## src/rtl/store_pkg.sv

```systemverilog
// Shared types for the byte-serialising store unit: request sizes, FSM states and
// the size-to-byte-count mapping.
package store_pkg;

  typedef enum logic [1:0] {
    SZ_BYTE = 2'b00,
    SZ_HALF = 2'b01,
    SZ_WORD = 2'b10,
    SZ_RSVD = 2'b11
  } store_size_e;

  typedef enum logic [1:0] {
    S_IDLE  = 2'b00,
    S_WRITE = 2'b01,
    S_DONE  = 2'b10
  } store_state_e;

  // Reserved size yields zero bytes; such requests never enter the write phase.
  function automatic logic [2:0] size_bytes(input store_size_e sz);
    logic [2:0] n;
    unique case (sz)
      SZ_BYTE: n = 3'd1;
      SZ_HALF: n = 3'd2;
      SZ_WORD: n = 3'd4;
      default: n = 3'd0;
    endcase
    return n;
  endfunction

endpackage

```

## src/rtl/data_store_unit_fifo.sv

```systemverilog
// Synchronous FIFO with a synchronous active-low reset. Depth must be a power of two;
// pushes while full and pops while empty are ignored. Read data is the current head.
module data_store_unit_fifo #(
  parameter int unsigned Width = 8,
  parameter int unsigned Depth = 8
) (
  input  logic             clk_i,
  input  logic             rst_ni,
  input  logic             push_i,
  input  logic [Width-1:0] wdata_i,
  input  logic             pop_i,
  output logic [Width-1:0] rdata_o,
  output logic             full_o,
  output logic             empty_o
);

  localparam int unsigned PtrW = $clog2(Depth);

  logic [Width-1:0] mem_q [Depth];
  logic [PtrW-1:0]  wr_ptr_q, wr_ptr_d;
  logic [PtrW-1:0]  rd_ptr_q, rd_ptr_d;
  logic [PtrW:0]    count_q, count_d;
  logic             do_push, do_pop;

  always_comb begin
    full_o   = (count_q == (PtrW+1)'(Depth));
    empty_o  = (count_q == '0);
    do_push  = push_i & ~full_o;
    do_pop   = pop_i & ~empty_o;
    rdata_o  = mem_q[rd_ptr_q];
    wr_ptr_d = do_push ? wr_ptr_q + 1'b1 : wr_ptr_q;
    rd_ptr_d = do_pop ? rd_ptr_q + 1'b1 : rd_ptr_q;
    count_d  = count_q + (PtrW+1)'(do_push) - (PtrW+1)'(do_pop);
  end

  always_ff @(posedge clk_i) begin
    if (!rst_ni) begin
      wr_ptr_q <= '0;
      rd_ptr_q <= '0;
      count_q  <= '0;
    end else begin
      wr_ptr_q <= wr_ptr_d;
      rd_ptr_q <= rd_ptr_d;
      count_q  <= count_d;
    end
  end

  // Storage needs no reset: entries are only read once counted as valid.
  always_ff @(posedge clk_i) begin
    if (do_push) begin
      mem_q[wr_ptr_q] <= wdata_i;
    end
  end

endmodule

```

## src/rtl/data_store_unit.sv

```systemverilog
// Buffers byte/half/word store requests and writes them one byte per cycle, MSB first,
// to a byte-wide memory port. Define STORE_ALIGN_CHECK_EN to reject misaligned half/word.
module data_store_unit
  import store_pkg::*;
#(
  parameter int unsigned depth        = 8,
  parameter int unsigned address_size = 32,
  parameter int unsigned width        = 32
) (
  input  logic                    clk,
  input  logic                    rst,
  input  logic                    req_valid,
  output logic                    req_ready,
  input  logic [address_size-1:0] req_addr,
  input  logic [width-1:0]        req_data,
  input  logic [1:0]              req_size,
  input  logic                    stall,
  output logic                    mem_we,
  output logic [address_size-1:0] mem_addr,
  output logic [7:0]              mem_wdata,
  output logic                    done,
  output logic                    err,
  output logic                    busy
);

  localparam int unsigned EntryW = address_size + width + 2;

  logic [EntryW-1:0]       fifo_wdata, fifo_rdata;
  logic                    fifo_push, fifo_pop, fifo_full, fifo_empty;
  logic [address_size-1:0] head_addr;
  logic [width-1:0]        head_data;
  store_size_e             head_size;
  logic                    head_reject;

  store_state_e            state_q, state_d;
  logic [address_size-1:0] base_q, base_d;
  logic [width-1:0]        data_q, data_d;
  logic [2:0]              nbytes_q, nbytes_d;
  logic [2:0]              idx_q, idx_d;
  logic                    rej_q, rej_d;

  logic                    mem_we_q, mem_we_d;
  logic [address_size-1:0] mem_addr_q, mem_addr_d;
  logic [7:0]              mem_wdata_q, mem_wdata_d;
  logic                    done_q, done_d;
  logic                    err_q, err_d;

  logic                    last_byte;
  logic [2:0]              byte_sel;
  logic [width-1:0]        data_shifted;

  // Held low in reset so nothing is offered as accepted while the unit is cleared.
  assign req_ready  = rst & ~fifo_full;
  assign fifo_push  = req_valid & req_ready;
  assign fifo_wdata = {req_addr, req_data, req_size};
  assign fifo_pop   = (state_q == S_IDLE) & ~fifo_empty;

  assign head_addr  = fifo_rdata[EntryW-1 -: address_size];
  assign head_data  = fifo_rdata[2 +: width];
  assign head_size  = store_size_e'(fifo_rdata[1:0]);

  always_comb begin
    head_reject = (head_size == SZ_RSVD);
`ifdef STORE_ALIGN_CHECK_EN
    if ((head_size == SZ_HALF) && head_addr[0]) begin
      head_reject = 1'b1;
    end
    if ((head_size == SZ_WORD) && (head_addr[1:0] != 2'b00)) begin
      head_reject = 1'b1;
    end
`endif
  end

  data_store_unit_fifo #(
    .Width(EntryW),
    .Depth(depth)
  ) u_req_fifo (
    .clk_i  (clk),
    .rst_ni (rst),
    .push_i (fifo_push),
    .wdata_i(fifo_wdata),
    .pop_i  (fifo_pop),
    .rdata_o(fifo_rdata),
    .full_o (fifo_full),
    .empty_o(fifo_empty)
  );

  assign last_byte = (idx_q == nbytes_q - 3'd1);

  // Next-state logic.
  always_comb begin
    state_d = state_q;
    unique case (state_q)
      S_IDLE: begin
        if (!fifo_empty) begin
          state_d = head_reject ? S_DONE : S_WRITE;
        end
      end
      S_WRITE: begin
        if (!stall && last_byte) begin
          state_d = S_DONE;
        end
      end
      S_DONE:  state_d = S_IDLE;
      default: state_d = S_IDLE;
    endcase
  end

  // Working registers for the request being serialised.
  always_comb begin
    base_d   = base_q;
    data_d   = data_q;
    nbytes_d = nbytes_q;
    idx_d    = idx_q;
    rej_d    = rej_q;
    if (fifo_pop) begin
      base_d   = head_addr;
      data_d   = head_data;
      nbytes_d = size_bytes(head_size);
      idx_d    = '0;
      rej_d    = head_reject;
    end else if ((state_q == S_WRITE) && !stall) begin
      idx_d = idx_q + 3'd1;
    end
  end

  // Registered outputs; address and data hold their last value between writes.
  always_comb begin
    byte_sel     = nbytes_q - 3'd1 - idx_q;
    data_shifted = data_q >> {byte_sel, 3'b000};
    mem_we_d     = 1'b0;
    mem_addr_d   = mem_addr_q;
    mem_wdata_d  = mem_wdata_q;
    done_d       = 1'b0;
    err_d        = 1'b0;
    unique case (state_q)
      S_WRITE: begin
        if (!stall) begin
          mem_we_d    = 1'b1;
          mem_addr_d  = base_q + address_size'(idx_q);
          mem_wdata_d = data_shifted[7:0];
        end
      end
      S_DONE: begin
        done_d = 1'b1;
        err_d  = rej_q;
      end
      default: ;
    endcase
  end

  always_ff @(posedge clk) begin
    if (!rst) begin
      state_q     <= S_IDLE;
      base_q      <= '0;
      data_q      <= '0;
      nbytes_q    <= '0;
      idx_q       <= '0;
      rej_q       <= 1'b0;
      mem_we_q    <= 1'b0;
      mem_addr_q  <= '0;
      mem_wdata_q <= '0;
      done_q      <= 1'b0;
      err_q       <= 1'b0;
    end else begin
      state_q     <= state_d;
      base_q      <= base_d;
      data_q      <= data_d;
      nbytes_q    <= nbytes_d;
      idx_q       <= idx_d;
      rej_q       <= rej_d;
      mem_we_q    <= mem_we_d;
      mem_addr_q  <= mem_addr_d;
      mem_wdata_q <= mem_wdata_d;
      done_q      <= done_d;
      err_q       <= err_d;
    end
  end

  assign mem_we    = mem_we_q;
  assign mem_addr  = mem_addr_q;
  assign mem_wdata = mem_wdata_q;
  assign done      = done_q;
  assign err       = err_q;
  assign busy      = (state_q != S_IDLE) | ~fifo_empty;

endmodule

```

## config.mk

```make
export PLATFORM = sky130hd
export DESIGN_NAME = data_store_unit
export DESIGN_NICKNAME = d
export VERILOG_FILES = /design/src/rtl/store_pkg.sv /design/src/rtl/data_store_unit_fifo.sv /design/src/rtl/data_store_unit.sv
export SDC_FILE = /design/constraint.sdc
export NUM_CORES = 1
export LEC_CHECK = 0
export CAP_MARGIN = 5
export CORE_UTILIZATION = 31
export DETAILED_ROUTE_END_ITERATION = 8
export HOLD_SLACK_MARGIN = 0.15
export PLACE_DENSITY = 0.48
export SLEW_MARGIN = 10
export SYNTH_ARGS = -nofsm -noshare
export SYNTH_HDL_FRONTEND = slang
export SYNTH_SLANG_ARGS = --single-unit
```

## constraint.sdc

```tcl
create_clock -name clk -period 9 [get_ports clk]
set_clock_uncertainty 0.15 [all_clocks]
set_input_delay 0.9 -clock clk [delete_from_list [all_inputs] [get_ports clk]]
set_output_delay 0.9 -clock clk [all_outputs]
set_load 0.05 [all_outputs]
```

==> flow_summary.yaml <==
layout:
  nets: 1573
  regArea_um2: 18400
  area_growth_syn_to_layout_pct: 18.7
  final_util_pct: 37.5
  layout-drive-gt1-share_pct: 19.4
  multiInputGateArea_um2: 6320
  fillers: 7291
setup_path:
  slowest_stage: "nor2_4"
  cpPeakStageDelay_ns: 0.79
  crit_type: "input port to flop"
  crit_path_start_kind: "input port"
  crit_family: "buffers and inverters"
  critPathMaxFanout: 93
  path_cells: "buf_2, buf_4, inv_1, a21oi_1, nand2_1, inv_1, nand2_1, nor2_4, buf_4"
  r2r_slack_ns: 5.38
  critPathCaptureType: "flop"
  path_buf_inv: 5
  worst_ep_required_time_ns: 9.07
  cp_data_arrival_time_ns: 4.40
route:
  detail-route-antenna-nets: 0
  firstDrtPassIters: 5
  detail_route.wl_per_cell_um: 22.3
  maxUsedRoutingLayer: "met5"
  dr_wl_met2_um: 27400
  vias: 12500
  drc: 0
  wl_met3_um: 2520
  met1_length_um: 26700
  drt_iter0_drc: 810
  postRouteWirelength_um: 57800
  viasPerCell: 4.81
power_and_ir_drop:
  power_mw: 8.46
  vdd_drop_max_mv: 0.147
  leakagePower_nw: 9.29
  powerDensity_nw_per_um2: 284
synthesis:
  syn_inst: 1349
  synth-seq-area-share_pct: 73.5
  synth-edff-count: 528
  syn_avg_cell_area_um2: 18.6
  ys_ff_latch: 657
  synthArstFlopShare_pct: 0
  synth_top_area_cell: "edfxtp_1"
  yosys-top-cells-area: "edfxtp_1 (63%), mux4_2 (13%), dfxtp_1 (10%)"
  synth_nets: 1437
  synth.distinct_cells: 50
  synth_top_area_share_pct: 63.2
  synth_area_um2: 25100
  synth_warnings: 0
  synth_top_flop_cell: "edfxtp_1"
timing:
  setup_tns_ns: 0
  worstMarginPinSlew_ns: 1.21
  slew_headroom_pct: 19.4
  fmax_ghz: 0.231
  grt_setup_unrepaired: "no"
  drv_slew: 0
  fin_crit_ns: 4.33
  fin_crit_sh_pct: 48.1
  finalSetupViolCount: 0
  hold_viol: 0
min_path:
  hold_class: "flop to flop"
cts:
  cts_hold_buffers: 0
  htree_levels: 3
  clock_latency_ns: 0.60
  clock_path_buffers: 3
  cts_sinks: 657
  clkTransAtPathRegs_ns: 0.06
  cts_tree: "done"
  post_cts_buffers: 0
  cts-root-buf: "clkbuf_16"
  post_cts_resized: 0
  cts_buffers: 71
die:
  io_pins: 115
  die_area_um2: 82100
  fp.dieH_um: 287
  rows: 103
  core_area_um2: 79500
  start_util_pct: 31.6
  die_w_um: 287
job:
  maxCapViolCount: 0
placed_design:
  gp_congestion: 0.746
  detailed_place_hpwl_um: 33500
  port_buffers: 114
global_routing:
  grt_max_degree: 126
  grt_pass1_vias: 13100
  grt_pass1_wl_um: 86100
  track_usage_pct: 14.2
  grt-ovfl-total: 0
  antenna_found_initial: 2
outcome:
  status: "completed"
## layout by cell type, fill, tap and decap left out, types with 5 or more instances in the layout
cell,n
inv_1,14
dfxtp_1,126
clkdlybuf4s50_1,113
clkinv_2,16
and3_1,6
nand2_1,34
nand4_1,12
ha_1,15
mux2i_1,68
mux4_2,140
bufinv_16,5
nand3_1,16
a32o_1,8
a21oi_1,93
nor2_1,25
xnor2_1,16
a211oi_1,5
buf_4,23
clkbuf_16,76
clkinv_1,9
edfxtp_1,528
o21ai_0,88
clkbuf_1,15
xor2_1,21
## per-stage QoR
stage / setup WS, ns / instance area (µm²) / hold WS, ns / std cells
finish: 4.67 / 29800 / 0.308 / 2594
global route: 4.34 / 29800 / 0.349 / 2593
CTS: 4.50 / 29800 / 0.307 / 2593
detailed placement: 3.86 / 27500 / 0.298 / 2462
global placement: 3.94 / 27500 / 0.290 / 2462
floorplan: 1.42 / 25100 / 0.279 / 1349
## synth_stat cells, drive strengths merged, types with 2 or more instances
library cell	count
inv	16
a32o	8
clkbuf	41
buf	33
ha	15
a21oi	94
nand2b	4
and4	3
nor4	5
nor3	6
nor3b	4
and3	6
o21ai	90
o22ai	2
nand2	35
xor2	21
mux2i	68
a21o	3
nand3	16
xnor2	16
and2	5
or3	2
nand4	13
edfxtp	528
nand3b	3
fa	3
mux4	140
a211oi	6
dfxtp	129
nor2	28
## power breakdown
part | leakage (nW) | internal, mW | switching, mW
clock network | 1.15 | 1.72 | 1.17
registers | 5.83 | 3.52 | 0.234
logic | 2.31 | 0.791 | 1.03
total | 9.29 | 6.03 | 2.43
## cells by family (layout without fill, tap and decap cells)
group           count (synthesis)  after routing  synth area share, %
fa+ha+maj                      18             18                0.987
xor+xnor                       37             37                 1.29
compound gates                205            205                 4.42
flops                         657            657                 73.5
mux                           208            208                 15.3
simple gates                  134            134                 2.95
other cells                     0              1                    0
buf+inv                        90            284                 1.61
## registers in the layout (all words and copies together) (netlist names), named ones only
| name | flops |
|---|---|
| base_q | 32 |
| data_q | 32 |
| done | 1 |
| err | 1 |
| idx_q | 3 |
| mem_addr | 32 |
| mem_wdata | 8 |
| mem_we | 1 |
| nbytes_q | 3 |
| rej_q | 1 |
| state_q | 2 |
| u_req_fifo.count_q | 4 |
| u_req_fifo.mem_q | 528 |
| u_req_fifo.rd_ptr_q | 3 |
| u_req_fifo.wr_ptr_q | 3 |
## layout make-up
type                            count  area share, %
Sequential cell                   657           62.0
Inverter                           16          0.210
Multi-Input combinational cell    602           21.2
Tap cell                         1050           4.41
Clock inverter                     36           1.05
Clock buffer                       95           6.76
Antenna cell                        1        0.00840
Timing Repair Buffer              137           4.39
## worst register-to-register path: cells and delay by family, from the launching register on
family,cells,cell delay [ns]
AOI/OAI and AO/OA,1,0.19
adders and majority gates,1,0.21
buffers and inverters,3,1.08
DFF,1,0.31
and+or+nand+nor,3,1.28
## layer usage
metal / track usage (%) / up-vias
met5: 0 / -
met4: 4.36 / 4
met3: 2.73 / 82
met2: 22.8 / 229
met1: 19.5 / 6485
li1: - / 5673
## worst paths after layout
| path | startpoint | to | depth (start not counted) |
|---|---|---|---|
| worst max-delay path | rst | u_req_fifo.mem_q[5][37] | 9 |
| worst min-delay path | nbytes_q[1] | nbytes_q[1] | 2 |
| worst max register to register | u_req_fifo.count_q[2] | u_req_fifo.mem_q[5][37] | 8 |
| worst min register to register | nbytes_q[1] | nbytes_q[1] | 2 |
No activity file was read; power rests on OpenSTA's default activity.
